### config.mk
export PLATFORM = sky130hd
export DESIGN_NAME = operand_entry
export DESIGN_NICKNAME = d
export VERILOG_FILES = /design/src/rtl/operand_entry.sv
export SDC_FILE = /design/constraint.sdc
export NUM_CORES = 1
export LEC_CHECK = 0
export ABC_AREA = 1
export ABC_CLOCK_PERIOD_IN_PS = 13200
export BUFFER_PORTS_ARGS = -buffer_cell sky130_fd_sc_hd__buf_4
export CAP_MARGIN = 40
export CORE_MARGIN = 2
export CORE_UTILIZATION = 55
export CTS_BUF_LIST = sky130_fd_sc_hd__clkbuf_2 sky130_fd_sc_hd__clkbuf_4 sky130_fd_sc_hd__clkbuf_8
export CTS_CLUSTER_DIAMETER = 150
export CTS_CLUSTER_SIZE = 12
export DETAILED_ROUTE_END_ITERATION = 10
export PLACE_DENSITY = 0.73
export SLEW_MARGIN = 10
export SYNTH_ARGS = -nofsm -noshare
export SYNTH_HDL_FRONTEND = slang
export SYNTH_SLANG_ARGS = --single-unit
### constraint.sdc
create_clock -name clk -period 13.2 [get_ports clk]
set_input_delay 3.3 -clock clk [delete_from_list [all_inputs] [get_ports clk]]
set_output_delay 3.3 -clock clk [all_outputs]
set_load 0.03 [all_outputs]
### src/rtl/operand_entry.sv
// Push-button operand entry: debounced 5-button keypad edits a signed BCD
// operand, converts it to two's complement and writes it over a valid/ready port.
module operand_entry #(
    parameter int NUM_DIGITS   = 4,
    parameter int NUM_OPERANDS = 2,
    parameter int DATA_W       = 16,
    parameter int DEB_CYCLES   = 1000000,
    localparam int CW = $clog2(NUM_DIGITS + 1),
    localparam int AW = (NUM_OPERANDS > 1) ? $clog2(NUM_OPERANDS) : 1
) (
    input  logic                    clk,
    input  logic                    reset,
    input  logic                    btn_c,
    input  logic                    btn_u,
    input  logic                    btn_l,
    input  logic                    btn_r,
    input  logic                    btn_d,
    output logic [4*NUM_DIGITS-1:0] digits,
    output logic                    sign,
    output logic [CW-1:0]           cursor,
    output logic [AW-1:0]           operand_sel,
    output logic                    busy,
    output logic                    wr_valid,
    input  logic                    wr_ready,
    output logic [AW-1:0]           wr_addr,
    output logic [DATA_W-1:0]       wr_data,
    output logic                    all_done
);

    localparam int DBW = $clog2(DEB_CYCLES + 1);

    typedef enum logic [1:0] {
        EDIT,
        CONVERT,
        WRITE
    } state_t;

    // Button vector order doubles as priority order: C, L, R, U, D
    logic [4:0]     raw;
    logic [4:0]     sync1, sync2, deb, deb_d;
    logic [DBW-1:0] deb_cnt [5];
    logic [4:0]     press;

    state_t         state;
    logic [3:0]     dig [NUM_DIGITS];
    logic [DATA_W-1:0] acc, acc_next;
    logic [CW-1:0]  conv_idx;
    logic [3:0]     conv_digit;

    assign raw   = {btn_d, btn_u, btn_r, btn_l, btn_c};
    assign press = deb & ~deb_d;
    assign busy  = (state != EDIT);

    always_ff @(posedge clk or posedge reset) begin
        if (reset) begin
            sync1 <= '0;
            sync2 <= '0;
            deb   <= '0;
            deb_d <= '0;
            for (int unsigned i = 0; i < 5; i++) deb_cnt[i] <= '0;
        end else begin
            sync1 <= raw;
            sync2 <= sync1;
            deb_d <= deb;
            for (int unsigned i = 0; i < 5; i++) begin
                if (sync2[i] != deb[i]) begin
                    if (deb_cnt[i] == DBW'(DEB_CYCLES - 1)) begin
                        deb[i]     <= sync2[i];
                        deb_cnt[i] <= '0;
                    end else begin
                        deb_cnt[i] <= deb_cnt[i] + DBW'(1);
                    end
                end else begin
                    deb_cnt[i] <= '0;
                end
            end
        end
    end

    always_comb begin
        conv_digit = '0;
        for (int unsigned i = 0; i < NUM_DIGITS; i++)
            if (conv_idx == CW'(i)) conv_digit = dig[i];
        acc_next = acc * DATA_W'(10) + DATA_W'(conv_digit);
    end

    always_comb begin
        digits = '0;
        for (int unsigned i = 0; i < NUM_DIGITS; i++)
            digits[4*i +: 4] = dig[i];
    end

    always_ff @(posedge clk or posedge reset) begin
        if (reset) begin
            state       <= EDIT;
            for (int unsigned i = 0; i < NUM_DIGITS; i++) dig[i] <= '0;
            sign        <= 1'b0;
            cursor      <= '0;
            operand_sel <= '0;
            acc         <= '0;
            conv_idx    <= '0;
            wr_valid    <= 1'b0;
            wr_addr     <= '0;
            wr_data     <= '0;
            all_done    <= 1'b0;
        end else begin
            all_done <= 1'b0;
            unique case (state)
                EDIT: begin
                    if (press[0]) begin
                        state    <= CONVERT;
                        acc      <= '0;
                        conv_idx <= CW'(NUM_DIGITS - 1);
                    end else if (press[1]) begin
                        cursor <= (cursor == CW'(NUM_DIGITS)) ? '0 : cursor + CW'(1);
                    end else if (press[2]) begin
                        cursor <= (cursor == '0) ? CW'(NUM_DIGITS) : cursor - CW'(1);
                    end else if (press[3] || press[4]) begin
                        if (cursor == CW'(NUM_DIGITS)) begin
                            sign <= ~sign;
                        end else begin
                            for (int unsigned i = 0; i < NUM_DIGITS; i++) begin
                                if (cursor == CW'(i)) begin
                                    if (press[3]) dig[i] <= (dig[i] == 4'd9) ? 4'd0 : dig[i] + 4'd1;
                                    else          dig[i] <= (dig[i] == 4'd0) ? 4'd9 : dig[i] - 4'd1;
                                end
                            end
                        end
                    end
                end
                CONVERT: begin
                    // MSD first; the final step lands directly in the write registers
                    acc <= acc_next;
                    if (conv_idx == '0) begin
                        state    <= WRITE;
                        wr_valid <= 1'b1;
                        wr_addr  <= operand_sel;
                        wr_data  <= sign ? -acc_next : acc_next;
                    end else begin
                        conv_idx <= conv_idx - CW'(1);
                    end
                end
                WRITE: begin
                    if (wr_ready) begin
                        state    <= EDIT;
                        wr_valid <= 1'b0;
                        for (int unsigned i = 0; i < NUM_DIGITS; i++) dig[i] <= '0;
                        sign     <= 1'b0;
                        cursor   <= '0;
                        all_done <= (operand_sel == AW'(NUM_OPERANDS - 1));
                        operand_sel <= (operand_sel == AW'(NUM_OPERANDS - 1)) ? '0
                                       : operand_sel + AW'(1);
                    end
                end
                default: state <= EDIT;
            endcase
        end
    end

endmodule

Yosys cells after proc, flatten, opt, wreduce, memory -nomap -nowiden
Index checks and enable logic that the tools add are counted.

Equal/unequal tests: 38. Multipliers: 1. Reductions and logical operators: 29. Bitwise logic cells: 3. Muxes and demuxes: 66. Add/subtract/negate cells: 19.

Operator list (count): $mux W20 (10); $mux W16 (8); $add A20 B1 Y20 const B (5); $eq A20 B20 Y1 const B (5); $mux W4 (20); $pmux W16 S2 (2); $reduce_and A8 Y1 (4); $ne A2 B2 Y1 const B (14); $mux W3 (8); $add A16 B4 Y16 (1); $add A4 B1 Y4 const B (4); $eq A4 B4 Y1 const B (4); $logic_not A4 Y1 (4); $mul A16 B3 Y15 const B (1); $neg A16 Y16 (1); $reduce_and A2 Y1 (8); $sub A4 B1 Y4 const B (4); $eq A3 B2 Y1 const B (4); $pmux W3 S2 (2); $mux W1 (10); $reduce_and A3 Y1 (3); $reduce_bool A2 Y1 (4); $reduce_and A7 Y1 (1); $eq A3 B1 Y1 const B (2); 18 further kinds (27).

Bits of input ports: 8. Logic and storage cells: 183. Register bits after elaboration: 181.

Depth between registers and ports, before layout
Depth after elaboration: 10. Depth in mapped cells: 27. Depth with buffers taken out: 27.

Worst setup path before layout
No wires, ideal clock.

Path kind: in2reg. From: input port wr_ready. To: register dig (netlist bit digits[1]). Library setup time: 0.083 ns. Data required time: 13.117 ns. Setup slack: 8.924 ns. Data arrival time: 4.193 ns. Cell stages on the path: 7. Cells stage by stage: nor2_1 nor2_1 nand4_1 o21bai_1 nor2_1 nand4_1 o21ai_0.

Word-level cells in the longest chain between the ends: 2.

Ends and longest elaborated chain: start: declaration (line 24) `input logic wr_ready,`; $ne A2 B2 Y1 (no line); $reduce_and A8 Y1 (no line); end signal: indexed assignment (line 124) `if (press[3]) dig[i] <= (dig[i] == 4'd9) ? 4'd0 : dig[i] + 4'd1;`; end signal: indexed assignment (line 125) `else dig[i] <= (dig[i] == 4'd0) ? 4'd9 : dig[i] - 4'd1;`; end: declaration (line 45) `logic [3:0] dig [NUM_DIGITS];`.

Every way passes these cells. A chain may end at the register's enable or synchronous reset.

Worst setup path after layout
From: register state[0]. To: output port busy.

Word-level cells in the longest chain between the ends: 1.

Ends and longest elaborated chain: start: declaration (line 44) `state_t state;`; start signal: assignment (line 95) `state <= EDIT;`; start signal: assignment (line 111) `state <= CONVERT;`; start signal: assignment (line 135) `state <= WRITE;`; $reduce_bool A2 Y1 (line 52) `assign busy = (state != EDIT);`; end: declaration (line 22) `output logic busy,`.

Every way passes these cells.

==> qor.txt <==
run status: finished clean
global-route wire length before repair: 37.32 mm
Avg Cell Area, Syn: 8.084 µm²
#FFs+latches synth: 180
Psw: 0.3244 mW
Worst-Margin Slew: 0.8769 ns
fin. max-slew vios: 0
final net count: 1421
Max Root-Sink Buffers: 2
CTS buffer count: 17
Placed Instances: 1570
DP Wirelength: 16.15 mm
Netlist cell types: 51
DR vias/cell: 5.391
Int Power: 0.7927 mW
kind of cell adding the most delay to the critical path: flip-flops
largest family of logic cells by synthesized area: simple AND/OR/NAND/NOR gates
All-Layer GR Usage: 22.55%
CP Capture Type: primary output
final setup fails: 0
worst skew pair latency: 0.46 ns
Final period util: 36.51%
drt first pass iters: 5
PortBufs: 48
Hold Path Class: flop to flop
DIE WIDTH: 142.2 µm
f_max: 207.5 MHz
IO Pins: 49
asr flop ratio synth: 100.0%
RePlAce Congestion: 0.8800
Syn Inst Count: 1300
worst path cell trace: nor2_1 -> inv_1 -> buf_4
layout cells sized above 1: 11.92%
switching share of total power: 29.04%
RSZ-0062 raised after global routing: false
worst path bufs/invs: 2
mapped cell area: 10510 µm²
die height: 142.2 µm
hold buffer count at cts: 0
adder-cell share of the synthesized area: 7.048%
grt total ovfl: 0
Antenna Cells: 0
CP max-delay cell: dfrtp_1
via count of the routed design: 8637
CTS tree: done
top-count cell post-synth: nand2_1
CP Class: flop to primary output
Max Cap Viol: 0
row count: 50
non-filler cells, final: 1602
clock period minus worst slack: 4.820 ns
simple logic cell fraction of the synthesized area: 27.41%
Post-Synth XOR/XNOR Area: 4.501%
initial antenna violation count: 0
clk_skew: 0.01288 ns
post-CTS setup buffer count: 0
die area: 20230 µm²
CTS clk-pin slew, worst paths: 0.09 ns
Critical Path Max Stage Delay: 0.44 ns
CP Data Arrival Time: 1.52 ns
largest net degree at the start of global routing: 64
post-CTS sizing: 0
Synthesis Warnings: 0
Synth Flop Type: dfrtp_1
Fin. Hold Viols: 0
Crit Path Max Fanout: 6
Core ar.: 18710 µm²
Max-slew headroom: 41.47%
Synth Net Count: 1366
Final ANT Viol Nets: 0
Initial DRC Count: 560
sequential share of power: 52.6%
drt wl/cell: 13.38 µm
Area Growth Syn to Fin: 9.704%
Initial Util: 56.18%
list of most frequent post-synthesis cells: nand2_1, dfrtp_1, inv_1
Startpoint Class: flop
Synth top area share: 42.86%
number of global-route vias before repair: 8272
power share of the clock group: 32.8%
Post-synth EDFFs: 0
multiplexer area fraction after synthesis: 0.3215%
CTS sink cnt: 180
Pwr per Cell Area: 96.89 nW/µm²
root buffer cell: clkbuf_8
area leader, netlist: dfrtp_1
Synth Area in Compound Gates: 10.82%
Fin Setup TNS: 0 ns
# H-tree levels: 4
hold_ws: 0.3531 ns
WL final: 21.44 mm
Peak VDD IR: 84.73 µV
Logic pwr share: 14.5%
# DRC: 0
Req. time, crit path: 9.90 ns
total leakage power: 5.432 nW
largest cells by area after synthesis: dfrtp_1, nand2_1, ha_1
Seq/Total Area, Yosys: 42.86%
## power by group through the flow
stage,registers [mW],clock network [mW],logic [mW]
2_1_floorplan,0.611,0,0.101
3_3_place_gp,0.599,0,0.159
3_5_place_dp,0.599,0,0.163
4_1_cts,0.588,0.376,0.163
5_1_grt,0.591,0.397,0.183
6_report,0.588,0.367,0.162
## state kept, by name, indices dropped and copies added, names as in the netlist, 5 cells and up
signal	cells
deb_cnt	100
digits	16
wr_data	16
acc	15
deb	5
deb_d	5
sync1	5
sync2	5
## cells in the final DEF, fill, tap and decap left out, types with 14 or more instances in the layout
cell and instances:
nor2_1 135, nand2_1 218, xnor2_1 21, nand4_1 28, ha_1 56, clkbuf_8 20
inv_1 167, nand2_2 24, buf_4 50, a21oi_1 61, nand3_1 102, xor2_1 33
a31oi_1 14, dfrtp_1 180, nor3_1 34, nor2_2 14, o21ai_0 95
## cell type report
class | count | area, µm²
clock inverters | 11 | 103.9
fillers | 1608 | 7177
well taps | 234 | 292.8
clock buffers | 21 | 282.8
inverters | 179 | 676.9
repair buffers | 51 | 402.9
flip-flops and latches | 180 | 4504
multi-input cells | 926 | 5265
## worst register-to-register path: stages, from the launching register on
cell,delay (ns)
dfrtp_1,0.42
inv_1,0.10
ha_1,0.20
inv_1,0.07
nor2_1,0.05
inv_1,0.11
o21ai_0,0.08
a31oi_1,0.18
o22ai_1,0.11
ha_1,0.22
fa_1,0.41
nand2_1,0.10
a21oi_1,0.07
xnor2_1,0.35
nand2_1,0.09
nor2_1,0.15
nand3_1,0.13
nor2_2,0.14
nand3_1,0.10
inv_1,0.08
nand2_2,0.05
nand2_1,0.05
nand2_1,0.05
nand3_1,0.06
nand2_1,0.05
## cells by family (layout without fill, tap and decap cells)
family,Yosys count,after routing
xor gates and xnor gates,54,54
buffers and inverters,194,262
AOI/OAI and AO/OA,208,208
adders and majority gates,58,58
and+or+nand+nor,603,603
muxes,3,3
DFF,180,180
## metal layers
layer | up-vias | global-route usage, % | part of all wire, %
met5 | - | 0 | 0
met4 | 0 | 5.737 | 1.5
met3 | 33 | 5.283 | 3.8
met2 | 132 | 37.81 | 47
met1 | 4043 | 29.68 | 47
li1 | 4429 | - | -
## through the flow
stage,instance area (µm²),util [%],worst slack (ns),power (mW)
2_1_floorplan,10510,-,5.013,0.7119
3_3_place_gp,11110,59.42,7.816,0.7579
3_5_place_dp,11140,59.57,8.091,0.7620
4_1_cts,11530,61.63,8.374,1.128
5_1_grt,11530,61.63,8.256,1.171
6_report,11530,61.63,8.380,1.117
## path summary, 6_finish.rpt
| path | startpoint | to | slack [ns] | cells past startpoint |
|---|---|---|---|---|
| worst min register to register | sync1[0]$_DFF_PP0_ | sync2[0]$_DFF_PP0_ | 0.35 | 0 |
| worst max register to register | conv_idx[1]$_DFFE_PP0P_ | wr_data[14]$_DFFE_PP0P_ | 9.66 | 24 |
| min in group asynchronous | reset | deb_cnt[14]$_DFF_PP0_ | 2.83 | 2 |
| worst max-delay path | state[0]$_DFFE_PP0P_ | busy | 8.38 | 3 |
| max in group asynchronous | reset | deb_cnt[84]$_DFF_PP0_ | 8.68 | 5 |
| worst min-delay path | sync1[0]$_DFF_PP0_ | sync2[0]$_DFF_PP0_ | 0.35 | 0 |
(Power assumes the default switching activity.)
